### config.mk
export PLATFORM = sky130hd
export DESIGN_NAME = instruction_loader
export DESIGN_NICKNAME = d
export VERILOG_FILES = /design/src/rtl/instruction_loader.sv
export SDC_FILE = /design/constraint.sdc
export NUM_CORES = 1
export LEC_CHECK = 0
export BUFFER_PORTS_ARGS = -buffer_cell sky130_fd_sc_hd__buf_4
export CAP_MARGIN = 20
export CORE_ASPECT_RATIO = 1.1
export CORE_MARGIN = 4
export CORE_UTILIZATION = 52
export DETAILED_ROUTE_END_ITERATION = 10
export PLACE_DENSITY = 0.75
export SYNTH_ARGS = -nofsm -noshare
export SYNTH_HDL_FRONTEND = slang
export SYNTH_SLANG_ARGS = --single-unit
### constraint.sdc
create_clock -name i_clk -period 2.3 [get_ports i_clk]
set_clock_uncertainty 0.15 [all_clocks]
set_input_delay 0.115 -clock i_clk [delete_from_list [all_inputs] [get_ports i_clk]]
set_output_delay 0.115 -clock i_clk [all_outputs]
set_load 0.01 [all_outputs]
### src/rtl/instruction_loader.sv
`default_nettype none
// ============================================================================
// Module   : instruction_loader
// Brief    : Assembles big-endian bytes from the debug UART into 32-bit
//            instruction words and writes them sequentially into instruction
//            memory from address 0 until a HALT word or memory overflow.
//            Optional inter-byte timeout: define INSTRUCTION_LOADER_TIMEOUT_EN.
// Revision : 1.0 - initial release
// ============================================================================
module instruction_loader #(
  parameter int          ADDR_WIDTH     = 10,
  parameter logic [31:0] HALT_WORD      = 32'hFFFF_FFFF,
  parameter int          TIMEOUT_CYCLES = 1000000
) (
  input  logic                  i_clk,
  input  logic                  i_reset,
  input  logic                  i_start,
  input  logic [7:0]            i_rx_byte,
  input  logic                  i_rx_valid,
  output logic                  o_imem_wr_en,
  output logic [ADDR_WIDTH-1:0] o_imem_wr_addr,
  output logic [31:0]           o_imem_wr_data,
  output logic                  o_busy,
  output logic                  o_done,
  output logic                  o_error,
  output logic [ADDR_WIDTH:0]   o_word_count
);

  localparam logic [ADDR_WIDTH-1:0] ADDR_LAST = '1;

  // A timeout shorter than two cycles would fire before a byte could arrive.
  generate
    if (TIMEOUT_CYCLES < 2) begin : g_bad_timeout
      $error("instruction_loader: TIMEOUT_CYCLES must be at least 2");
    end
  endgenerate

  typedef enum logic [2:0] {
    IDLE    = 3'd0,
    COLLECT = 3'd1,
    WRITE   = 3'd2,
    DONE    = 3'd3,
    ERROR   = 3'd4
  } state_t;

  state_t                state_q, state_d;
  logic [1:0]            byte_cnt_q, byte_cnt_d;
  logic [31:0]           word_q, word_d;
  logic [ADDR_WIDTH-1:0] addr_q, addr_d;
  logic [ADDR_WIDTH:0]   count_q, count_d;
  logic                  wr_en_q, wr_en_d;
  logic [ADDR_WIDTH-1:0] wr_addr_q, wr_addr_d;
  logic [31:0]           wr_data_q, wr_data_d;
  logic                  busy_q, busy_d;
  logic                  done_q, done_d;
  logic                  error_q, error_d;
  logic                  accept;

`ifdef INSTRUCTION_LOADER_TIMEOUT_EN
  localparam int TMO_W = $clog2(TIMEOUT_CYCLES);
  localparam logic [TMO_W-1:0] TMO_LAST = TMO_W'(TIMEOUT_CYCLES - 1);
  logic [TMO_W-1:0] tmo_q, tmo_d;
`endif

  // Next-state, datapath and registered-output computation.
  always_comb begin
    state_d    = state_q;
    byte_cnt_d = byte_cnt_q;
    word_d     = word_q;
    addr_d     = addr_q;
    count_d    = count_q;
    wr_addr_d  = wr_addr_q;
    wr_data_d  = wr_data_q;
    accept     = 1'b0;
`ifdef INSTRUCTION_LOADER_TIMEOUT_EN
    tmo_d      = '0;
`endif

    if (i_start) begin
      // Restart wins over any byte in the same cycle; partial word is dropped.
      state_d    = COLLECT;
      byte_cnt_d = '0;
      word_d     = '0;
      addr_d     = '0;
      count_d    = '0;
    end else begin
      case (state_q)
        COLLECT: begin
          accept = i_rx_valid;
        end
        WRITE: begin
          if (word_q == HALT_WORD) begin
            state_d = DONE;
          end else if (addr_q == ADDR_LAST) begin
            state_d = ERROR;
          end else begin
            // A byte arriving during the write starts the next word.
            state_d = COLLECT;
            addr_d  = addr_q + 1'b1;
            accept  = i_rx_valid;
          end
        end
        default: begin
        end
      endcase

      if (accept) begin
        word_d     = {word_q[23:0], i_rx_byte};
        byte_cnt_d = byte_cnt_q + 2'd1;
        if (byte_cnt_q == 2'd3) begin
          state_d   = WRITE;
          wr_addr_d = addr_q;
          wr_data_d = {word_q[23:0], i_rx_byte};
          count_d   = count_q + 1'b1;
        end
      end

`ifdef INSTRUCTION_LOADER_TIMEOUT_EN
      // Count idle cycles only while a word is partially assembled.
      if (state_q == COLLECT && !accept && byte_cnt_q != 2'd0) begin
        if (tmo_q == TMO_LAST) begin
          state_d    = ERROR;
          byte_cnt_d = '0;
        end else begin
          tmo_d = tmo_q + 1'b1;
        end
      end
`endif
    end

    wr_en_d = (state_d == WRITE);
    busy_d  = (state_d == COLLECT) || (state_d == WRITE);
    done_d  = (state_d == DONE);
    error_d = (state_d == ERROR);
  end

  // State and output registers with asynchronous active-low reset.
  always_ff @(posedge i_clk or negedge i_reset) begin
    if (!i_reset) begin
      state_q    <= IDLE;
      byte_cnt_q <= '0;
      word_q     <= '0;
      addr_q     <= '0;
      count_q    <= '0;
      wr_en_q    <= 1'b0;
      wr_addr_q  <= '0;
      wr_data_q  <= '0;
      busy_q     <= 1'b0;
      done_q     <= 1'b0;
      error_q    <= 1'b0;
    end else begin
      state_q    <= state_d;
      byte_cnt_q <= byte_cnt_d;
      word_q     <= word_d;
      addr_q     <= addr_d;
      count_q    <= count_d;
      wr_en_q    <= wr_en_d;
      wr_addr_q  <= wr_addr_d;
      wr_data_q  <= wr_data_d;
      busy_q     <= busy_d;
      done_q     <= done_d;
      error_q    <= error_d;
    end
  end

`ifdef INSTRUCTION_LOADER_TIMEOUT_EN
  // Inter-byte timeout counter.
  always_ff @(posedge i_clk or negedge i_reset) begin
    if (!i_reset) begin
      tmo_q <= '0;
    end else begin
      tmo_q <= tmo_d;
    end
  end
`endif

  assign o_imem_wr_en   = wr_en_q;
  assign o_imem_wr_addr = wr_addr_q;
  assign o_imem_wr_data = wr_data_q;
  assign o_busy         = busy_q;
  assign o_done         = done_q;
  assign o_error        = error_q;
  assign o_word_count   = count_q;

endmodule
`default_nettype wire
==> results by group, run 1 <==
Die
  – Top Ports: 69
  – Die area: 11100 um^2
  – Core ar.: 9310 um^2
  – Die Span Y: 110 um
  – # rows: 37
  – Chip width: 101 um
  – Starting density of the core: 53.0%

Yosys
  – Number of synthesized flops with an enable pin: 0
  – FF+latch count, synth: 104
  – Post-Synth Adder-Cell Area: 0.761%
  – Post-synthesis mux area share: 16.3%
  – Top cells by area, synth: dfrtp_1, mux2_4, mux2_2
  – Synth Flop Type: dfrtp_1
  – Largest family of logic cells by synthesized area: multiplexers
  – Synthesized area per cell: 11.3 um^2
  – Yosys top cell area share: 52.8%
  – Synth Area in Simple Gates: 14.9%
  – Distinct cells, synth: 37
  – Cells after synthesis: 436
  – Synth warnings: 0
  – Ys async rst share: 100%
  – Post-synthesis cell area: 4930 um^2
  – Synth Area in XOR/XNOR: 0%
  – Sequential area share after synthesis: 52.8%
  – Syn_nets: 451
  – Cell taking the most area after synthesis: dfrtp_1
  – Complex-gate fraction of the synthesized area: 11.0%

Hold path
  – Hold Path Class: in -> async

Clock tree
  – TritonCTS clock tree: done
  – Clk root buf: clkbuf_8
  – Clock tree buffer depth: 2
  – H-tree levels: 3
  – Reg clk slew, reported paths: 0.11 ns
  – CTS Sinks: 104
  – Clk_lat worst skew: 0.39 ns
  – Total CTS buffers: 9

Drt
  – Antenna Nets Post-Route: 0
  – Vias: 3972
  – Wirelength per Cell: 19.1 um
  – DR DRC count: 0
  – Total wire length: 12500 um
  – DRT Pass-1 Iters: 6
  – Vias per Instance: 6.06
  – Initial DRC count: 309

Status
  – Status: complete, but fails checks
  – Failing checks: negative setup slack

Final layout
  – Ant diodes: 0
  – Non-Filler Instances: 655
  – Synth-to-layout area growth: 26.2%
  – FF/Latch Area: 2610 um^2
  – Layout cells sized above 1: 37.0%
  – Util after Layout: 66.9%
  – Fin nets: 548
  – Filler cells: 684
  – Multi-input logic area: 2180 um^2

Setup path
  – Crit Path Max Fanout: 5
  – Crit path kind: reg -> reg
  – Worst path top cell family by delay: compound AO/OA/AOI/OAI gates
  – Critical path launch point type: register
  – CP max stage cell: a211o_4
  – WP data arrival: 2.48 ns
  – Worst path bufs/invs: 1
  – CP required: 2.43 ns
  – Crit end category: register
  – Slowest stage delay, CP: 0.41 ns
  – CP cell instances: ha_2 -> and4_4 -> a31oi_4 -> a21bo_4 -> a211o_4 -> clkbuf_16 -> mux2_4

Global route
  – Gr ovfl total: 0
  – Largest net degree at the start of global routing: 69
  – Vias in the first global route: 3802
  – GRT Resource Usage Total: 21.2%
  – Antenna violations before repair: 0
  – First-pass GRT wire length: 18600 um

Timing
  – Worst Tran Pin Value: 0.512 ns
  – Fin. Hold Viols: 0
  – Slew headroom: 65.9%
  – RSZ-0062 raised after global routing: yes
  – Minimum period implied by the final worst setup slack: 2.34 ns
  – Final worst-path cycle share: 102%
  – Setup-failing EPs final: 40
  – Slew Limit Fails: 0
  – Worst setup margin: -0.0449 ns
  – Fmax achieved: 426 MHz

Power
  – Power Density: 565 nW/um^2
  – Max VDD drop: 0.318 mV
  – LEAKAGE: 2.97 nW

Place
  – DPL Wire Length: 7460 um
  – Port Buffers: 68
  – Final Wtd Congestion: 0.820
  – Placed Cells: 617

Flow run
  – Max Cap Viol: 0
metal layers:
metal	track usage, %	vias to the layer above	wire, um
met4	10.0	0	356
met3	4.09	34	745
met1	28.9	1987	5210
li1	-	1777	-
met2	32.8	174	6210
met5	0	-	0
cell type report:
class,count,share of cell area [%]
Inverter,5,0.302
Sequential cell,104,41.9
Clock inverter,7,1.59
Clock buffer,9,1.99
Timing Repair Buffer,120,16.8
Multi-Input combinational cell,293,35.1
Tap cell,117,2.35
where the power goes:
| group | total (W) | internal, W | switching [W] | leakage (nW) |
|---|---|---|---|---|
| clock | 0.00126 | 0.000537 | 0.000720 | 0.108 |
| combinational | 0.000324 | 0.000158 | 0.000167 | 1.44 |
| sequential | 0.00194 | 0.00189 | 0.0000493 | 1.42 |
stage by stage:
step	power [W]	worst slack, ns	area, um^2	setup TNS (ns)	hold slack [ns]
after floorplan	0.00211	-0.175	4950	-6.67	-0.331
after global placement	0.00226	0.00944	5680	0	-0.0255
after detailed placement	0.00227	-0.00715	5680	-0.0479	-0.0262
after CTS	0.00353	-0.0217	6020	-0.288	0.103
after global routing	0.00364	-0.0965	6220	-3.41	0.122
final	0.00352	-0.0449	6220	-1.08	0.0899
sequential cells by signal, indices dropped and copies added (netlist names), 2 cells and up:
signal,cells
o_imem_wr_addr,10
byte_cnt_q,2
o_word_count,11
word_q,32
state_q,3
o_imem_wr_data,32
addr_q,10
worst paths after layout:
path                                    start                  to  slack (ns)  cells past startpoint
setup reg to reg                    addr_q[0]   o_imem_wr_data[8]       -0.04                      7
setup / recovery                    addr_q[0]   o_imem_wr_data[8]       -0.04                      7
hold / removal                        i_reset          word_q[29]        0.09                      2
max in group asynchronous             i_reset          word_q[18]        1.17                      3
min in group i_clk               i_rx_byte[0]   o_imem_wr_data[0]        0.35                      3
hold reg to reg            o_imem_wr_data[16]  o_imem_wr_data[16]        0.37                      1
cells in the mapped netlist (3+ instances only):
library cell	number
a211oi_1	3
a21oi_1	41
and3_1	4
and4_1	4
buf_6	8
clkbuf_1	27
dfrtp_1	104
ha_1	3
inv_1	5
mux2_2	19
mux2_4	38
nand2_1	11
nand2b_1	4
nand3_1	39
nand4_1	18
nor2_1	18
nor2b_1	14
nor3_1	4
nor4_1	6
o21ai_0	40
o31ai_1	3
or4_1	4
cell usage in the layout (no fill, tap or decap), types with 14 or more instances in the layout:
cell,Yosys,layout
a21oi_1,41,41
buf_4,0,99
dfrtp_1,104,101
mux2_2,19,19
mux2_4,38,38
nand3_1,39,38
nand4_1,18,18
nor2_1,18,18
nor2b_1,14,14
o21ai_0,40,40
cell families after synthesis:
family,count (synthesis)
buffers and inverters,40
and+or+nand+nor,133
muxes,59
DFF,104
adders and majority gates,3
AOI/OAI and AO/OA,97
what timing repair did:
action                                 4_1_cts  5_1_grt
resized for setup                            2       13
hold buffers                                10        0
cloned                                       0        7
setup buffers                                2        3
endpoints found under the hold margin       58        0
pin swaps                                    1        5
setup endpoints to repair                   44       81
(Power assumes the default switching activity.)
==> inputs of run 2 (changes only) <==
--- a/config.mk
+++ b/config.mk
@@ -7,10 +7,10 @@
 export LEC_CHECK = 0
 export BUFFER_PORTS_ARGS = -buffer_cell sky130_fd_sc_hd__buf_4
 export CAP_MARGIN = 20
-export CORE_ASPECT_RATIO = 1.1
 export CORE_MARGIN = 4
 export CORE_UTILIZATION = 52
 export DETAILED_ROUTE_END_ITERATION = 10
+export HOLD_SLACK_MARGIN = 0.02
 export PLACE_DENSITY = 0.75
 export SYNTH_ARGS = -nofsm -noshare
 export SYNTH_HDL_FRONTEND = slang
==> results by group, run 2 (synthesis gave the netlist of run 1 again) <==
Status
  – Status: complete, but fails checks
  – Failing checks: negative setup slack

Global route
  – Gr ovfl total: 0
  – Antenna violations before repair: 0
  – First-pass GRT wire length: 19500 um
  – Vias in the first global route: 3897
  – GRT Resource Usage Total: 21.6%
  – Largest net degree at the start of global routing: 51

Power
  – Max VDD drop: 0.343 mV
  – Power Density: 555 nW/um^2
  – LEAKAGE: 2.95 nW

Setup path
  – Crit path kind: reg -> reg
  – Critical path depth: 7
  – CP max stage cell: dfrtp_1
  – Worst path bufs/invs: 1
  – WP data arrival: 2.47 ns
  – Worst path top cell family by delay: compound AO/OA/AOI/OAI gates
  – R2R cell count: 7
  – RR Endpoint: o_imem_wr_addr[5]
  – R2R Setup Slk: -0.05 ns
  – CP required: 2.42 ns
  – Slowest stage delay, CP: 0.40 ns
  – Crit end category: register
  – R2R Path Start: addr_q[1]
  – Crit Path Max Fanout: 11
  – CP cell instances: ha_2 -> and4_4 -> a31oi_4 -> a21bo_4 -> a211o_4 -> buf_12 -> mux2_4
  – Critical path launch point type: register

Timing
  – RSZ-0062 raised after global routing: yes
  – Slew headroom: 59.1%
  – Hold WS: 0.133 ns
  – Worst setup margin: -0.0456 ns
  – Fin. Hold Viols: 0
  – Minimum period implied by the final worst setup slack: 2.35 ns
  – Setup-failing EPs final: 42
  – Final worst-path cycle share: 102%
  – Fmax achieved: 426 MHz
  – Worst Tran Pin Value: 0.614 ns
  – Slew Limit Fails: 0

Final layout
  – Final Cell Area: 6150 um^2
  – Most frequent cells in the layout: buf_4, dfrtp_1, a21oi_1
  – Layout cells sized above 1: 35.8%
  – Commonest non-fill, non-tap cell in the layout: buf_4
  – Fin nets: 547
  – Ant diodes: 0
  – Synth-to-layout area growth: 24.7%

Clock tree
  – CTS Sinks: 104
  – Reg clk slew, reported paths: 0.10 ns
  – Clk root buf: clkbuf_8
  – H-tree levels: 3
  – Clock tree buffer depth: 2
  – Clk_lat worst skew: 0.40 ns
  – Total CTS buffers: 9
  – TritonCTS clock tree: done

Drt
  – DRT Pass-1 Iters: 5
  – Antenna Nets Post-Route: 0
  – Vias: 3865
  – DR DRC count: 0
  – Wirelength per Cell: 17.6 um
  – Initial DRC count: 220
  – Total wire length: 11700 um
  – Vias per Instance: 5.80

Die
  – Core ar.: 9240 um^2
  – Die Span Y: 105 um
  – # rows: 35
  – Die area: 11100 um^2
  – Top Ports: 69
  – Chip width: 105 um
  – Starting density of the core: 53.4%

Place
  – Place WS: -0.0176 ns
  – Port Buffers: 68
  – Placed Area: 5740 um^2
  – DPL Wire Length: 7620 um
  – Final Wtd Congestion: 0.829

Flow run
  – Max Cap Viol: 0

Hold path
  – Hold Path Class: in -> async
run 2: metrics by stage:
step / utilization [%] / TNS, ns / total power (W) / cells
2_1_floorplan: - / -6.67 / 0.00211 / 436
3_3_place_gp: 62.2 / 0 / 0.00226 / 636
3_5_place_dp: 62.2 / -0.352 / 0.00227 / 636
4_1_cts: 66.0 / -0.290 / 0.00343 / 663
5_1_grt: 66.6 / -2.54 / 0.00356 / 666
6_report: 66.6 / -1.30 / 0.00341 / 666
run 2: worst max-delay path by stage:
stage          startpoint            endpoint  slack [ns]
6_report        addr_q[1]   o_imem_wr_addr[5]       -0.05
5_1_grt         addr_q[1]   o_imem_wr_addr[5]       -0.07
4_1_cts         addr_q[1]  o_imem_wr_data[30]       -0.03
3_5_place_dp    addr_q[1]  o_imem_wr_data[14]       -0.02
3_3_place_gp    word_q[4]  o_imem_wr_data[31]        0.02
2_1_floorplan   addr_q[1]  o_imem_wr_data[10]       -0.18
run 2: cell type report:
class | count | area, um^2
fillers | 702 | 3090
flip-flops and latches | 104 | 2600
repair buffers | 120 | 1000
multi-input cells | 292 | 2160
inverters | 5 | 18.8
clock buffers | 9 | 124
well taps | 129 | 161
clock inverters | 7 | 86.3
run 2: what timing repair did:
item                                    CTS  global route
endpoints found under the hold margin    80             0
setup buffers                             0             2
pin swaps                                 0             1
gates cloned                              1             1
resized for setup                         4             3
endpoints found under the setup margin   43            50
hold buffers                             10             0
run 2: layer usage:
| layer | up-vias | GRT usage (%) | share of wire (%) |
|---|---|---|---|
| met1 | 1926 | 29.3 | 43 |
| met3 | 18 | 4.53 | 5.1 |
| met2 | 140 | 35.4 | 50 |
| li1 | 1781 | - | - |
| met4 | 0 | 5.90 | 1.7 |
| met5 | - | 0 | 0 |
run 2: power breakdown:
part	switching (W)	internal, W	leakage, nW
clock	0.000723	0.000436	0.104
combinational	0.000165	0.000158	1.42
sequential	0.0000461	0.00189	1.43
==> inputs of run 3 (changes only) <==
==> config.mk (replaced) <==
export PLATFORM = sky130hd
export DESIGN_NAME = instruction_loader
export DESIGN_NICKNAME = d
export VERILOG_FILES = /design/src/rtl/instruction_loader.sv
export SDC_FILE = /design/constraint.sdc
export NUM_CORES = 1
export LEC_CHECK = 0
export CAP_MARGIN = 20
export CORE_MARGIN = 4
export CORE_UTILIZATION = 57
export DETAILED_ROUTE_END_ITERATION = 10
export DONT_BUFFER_PORTS = 1
export HOLD_SLACK_MARGIN = 0.02
export PLACE_DENSITY = 0.74
export SYNTH_ARGS = -nofsm -noshare
export SYNTH_HDL_FRONTEND = slang
export SYNTH_SLANG_ARGS = --single-unit
==> results by group, run 3 (synthesis gave the netlist of run 1 again) <==
Global route
  – Met1 Use GR: 31.2%
  – Largest net degree at the start of global routing: 105
  – Gr ovfl total: 0
  – GRT Resource Usage Total: 22.2%
  – Met3 Resource Use GR: 4.15%
  – First-pass GRT wire length: 17900 um
  – Antenna violations before repair: 0
  – Most Used Layer, Global Route: met2
  – Met2 GRT Util: 34.5%
  – Vias in the first global route: 3506

Clock tree
  – H-tree levels: 3
  – TritonCTS clock tree: done
  – Clk root buf: clkbuf_8
  – Reg clk slew, reported paths: 0.11 ns
  – CTS Sinks: 104
  – Total CTS buffers: 9
  – Hold Buf Count CTS: 10
  – Clk_lat worst skew: 0.38 ns
  – Clock tree buffer depth: 2

Timing
  – Fin. Hold Viols: 104
  – Setup-failing EPs final: 42
  – Worst setup margin: -0.0879 ns
  – RSZ-0062 raised after global routing: yes
  – Fmax achieved: 419 MHz
  – Slew headroom: 64.8%
  – Fin Setup TNS: -2.52 ns
  – Slew Limit Fails: 0
  – Final worst-path cycle share: 104%
  – Minimum period implied by the final worst setup slack: 2.39 ns
  – Hold WS: -0.728 ns
  – Worst Tran Pin Value: 0.523 ns

Drt
  – Initial DRC count: 260
  – Vias per Instance: 6.27
  – DRT Pass-1 Iters: 5
  – Antenna Nets Post-Route: 0
  – Wirelength per Cell: 19.6 um
  – DR DRC count: 0
  – Total wire length: 11300 um
  – Vias: 3598

Place
  – Port Buffers: 0
  – Placed Area: 5170 um^2
  – DPL Wire Length: 6810 um
  – Final Wtd Congestion: 0.791
  – Place WS: -0.108 ns

Setup path
  – WP data arrival: 2.50 ns
  – CP required: 2.41 ns
  – Crit end category: register
  – Critical path launch point type: register
  – Crit Path Max Fanout: 8
  – Crit path kind: reg -> reg

Power
  – Sw frac: 24.5%
  – Power Density: 592 nW/um^2
  – Clk pwr share: 36.0%
  – Power, Total: 0.00335 W
  – NetSw: 0.000820 W
  – Max VDD drop: 0.380 mV
  – Comb power frac: 5.7%
  – LEAKAGE: 2.60 nW
  – Internal: 0.00253 W
  – Sequential share of power: 58.3%

Final layout
  – Final Cell Area: 5660 um^2
  – Layout cells sized above 1: 27.1%
  – Filler cells: 607
  – Synth-to-layout area growth: 14.8%
  – Util after Layout: 68.2%
  – Ant diodes: 0
  – Commonest non-fill, non-tap cell in the layout: dfrtp_1
  – Fin nets: 479
  – Most frequent cells in the layout: dfrtp_1, o21ai_0, a21oi_1

Die
  – Core ar.: 8300 um^2
  – Top Ports: 69
  – Starting density of the core: 59.4%
  – Chip width: 101 um
  – # rows: 33
  – Die area: 10200 um^2
  – Die Span Y: 101 um

Status
  – Failing checks: negative hold slack, negative setup slack
  – Status: complete, but fails checks

Flow run
  – Max Cap Viol: 0

Hold path
  – Hold Path Class: in -> async
run 3: cell count changes in the layout (fill, tap and decap cells not counted), moves of 2 or more:
cell        change
a211oi_2        +2
clkinvlp_4      +2
buf_16          +2
buf_4          -70
clkinv_8        -3
a211oi_1        -2
run 3: metal layers:
layer  wire [um]  vias to the layer above
li1            -                     1642
met4         157                        0
met1        4950                     1822
met5           0                        -
met2        5450                      122
met3         707                       12
run 3: worst max-delay path, stage by stage, from the launching register on:
cell and delay, ns:
dfrtp_1 0.41, ha_2 0.21, and4_4 0.16, a31oi_4 0.18
a21bo_4 0.26, a211o_4 0.42, clkbuf_16 0.21, mux2_4 0.29
run 3: path summary, 6_finish.rpt:
check	start	end	slack (ns)	depth (start not counted)
max in group asynchronous	i_reset	o_imem_wr_data[11]	2.58	0
worst min register to register	word_q[26]	word_q[26]	0.39	2
min in group i_clk	i_start	o_imem_wr_en	0.05	3
worst min-delay path	i_reset	word_q[24]	-0.73	0
worst max register to register	addr_q[0]	o_imem_wr_data[3]	-0.09	7
worst max-delay path	addr_q[0]	o_imem_wr_data[3]	-0.09	7
run 3: stage by stage:
stage | cells | hold slack [ns]
floorplan | 436 | -0.331
global placement | 541 | -0.328
detailed placement | 541 | -0.328
CTS | 571 | -0.737
global route | 574 | -0.743
finish | 574 | -0.728
run 3: power by group through the flow:
stage	combinational, W	clock, W	sequential, W
final	0.000191	0.00121	0.00195
after global routing	0.000207	0.00131	0.00196
after global placement	0.000137	0	0.00199
after CTS	0.000186	0.00123	0.00196
after floorplan	0.000136	0	0.00197
after detailed placement	0.000143	0	0.00199
run 3: cell type report:
type	instances	area [um^2]	area share, %
tap	105	131	2.32
timing repair buffer	52	532	9.39
multi-input combinational	292	2170	38.3
sequential	104	2600	45.9
clock buffer	10	138	2.43
inverter	5	18.8	0.331
clock inverter	6	73.8	1.30
run 3: repair_timing:
| action | 4_1_cts | 5_1_grt |
|---|---|---|
| setup buffers | 2 | 2 |
| cloned | 2 | 1 |
| endpoints found under the setup margin | 44 | 70 |
| resized for setup | 7 | 7 |
| hold endpoints to repair | 173 | 104 |
| pin swaps | 1 | 5 |
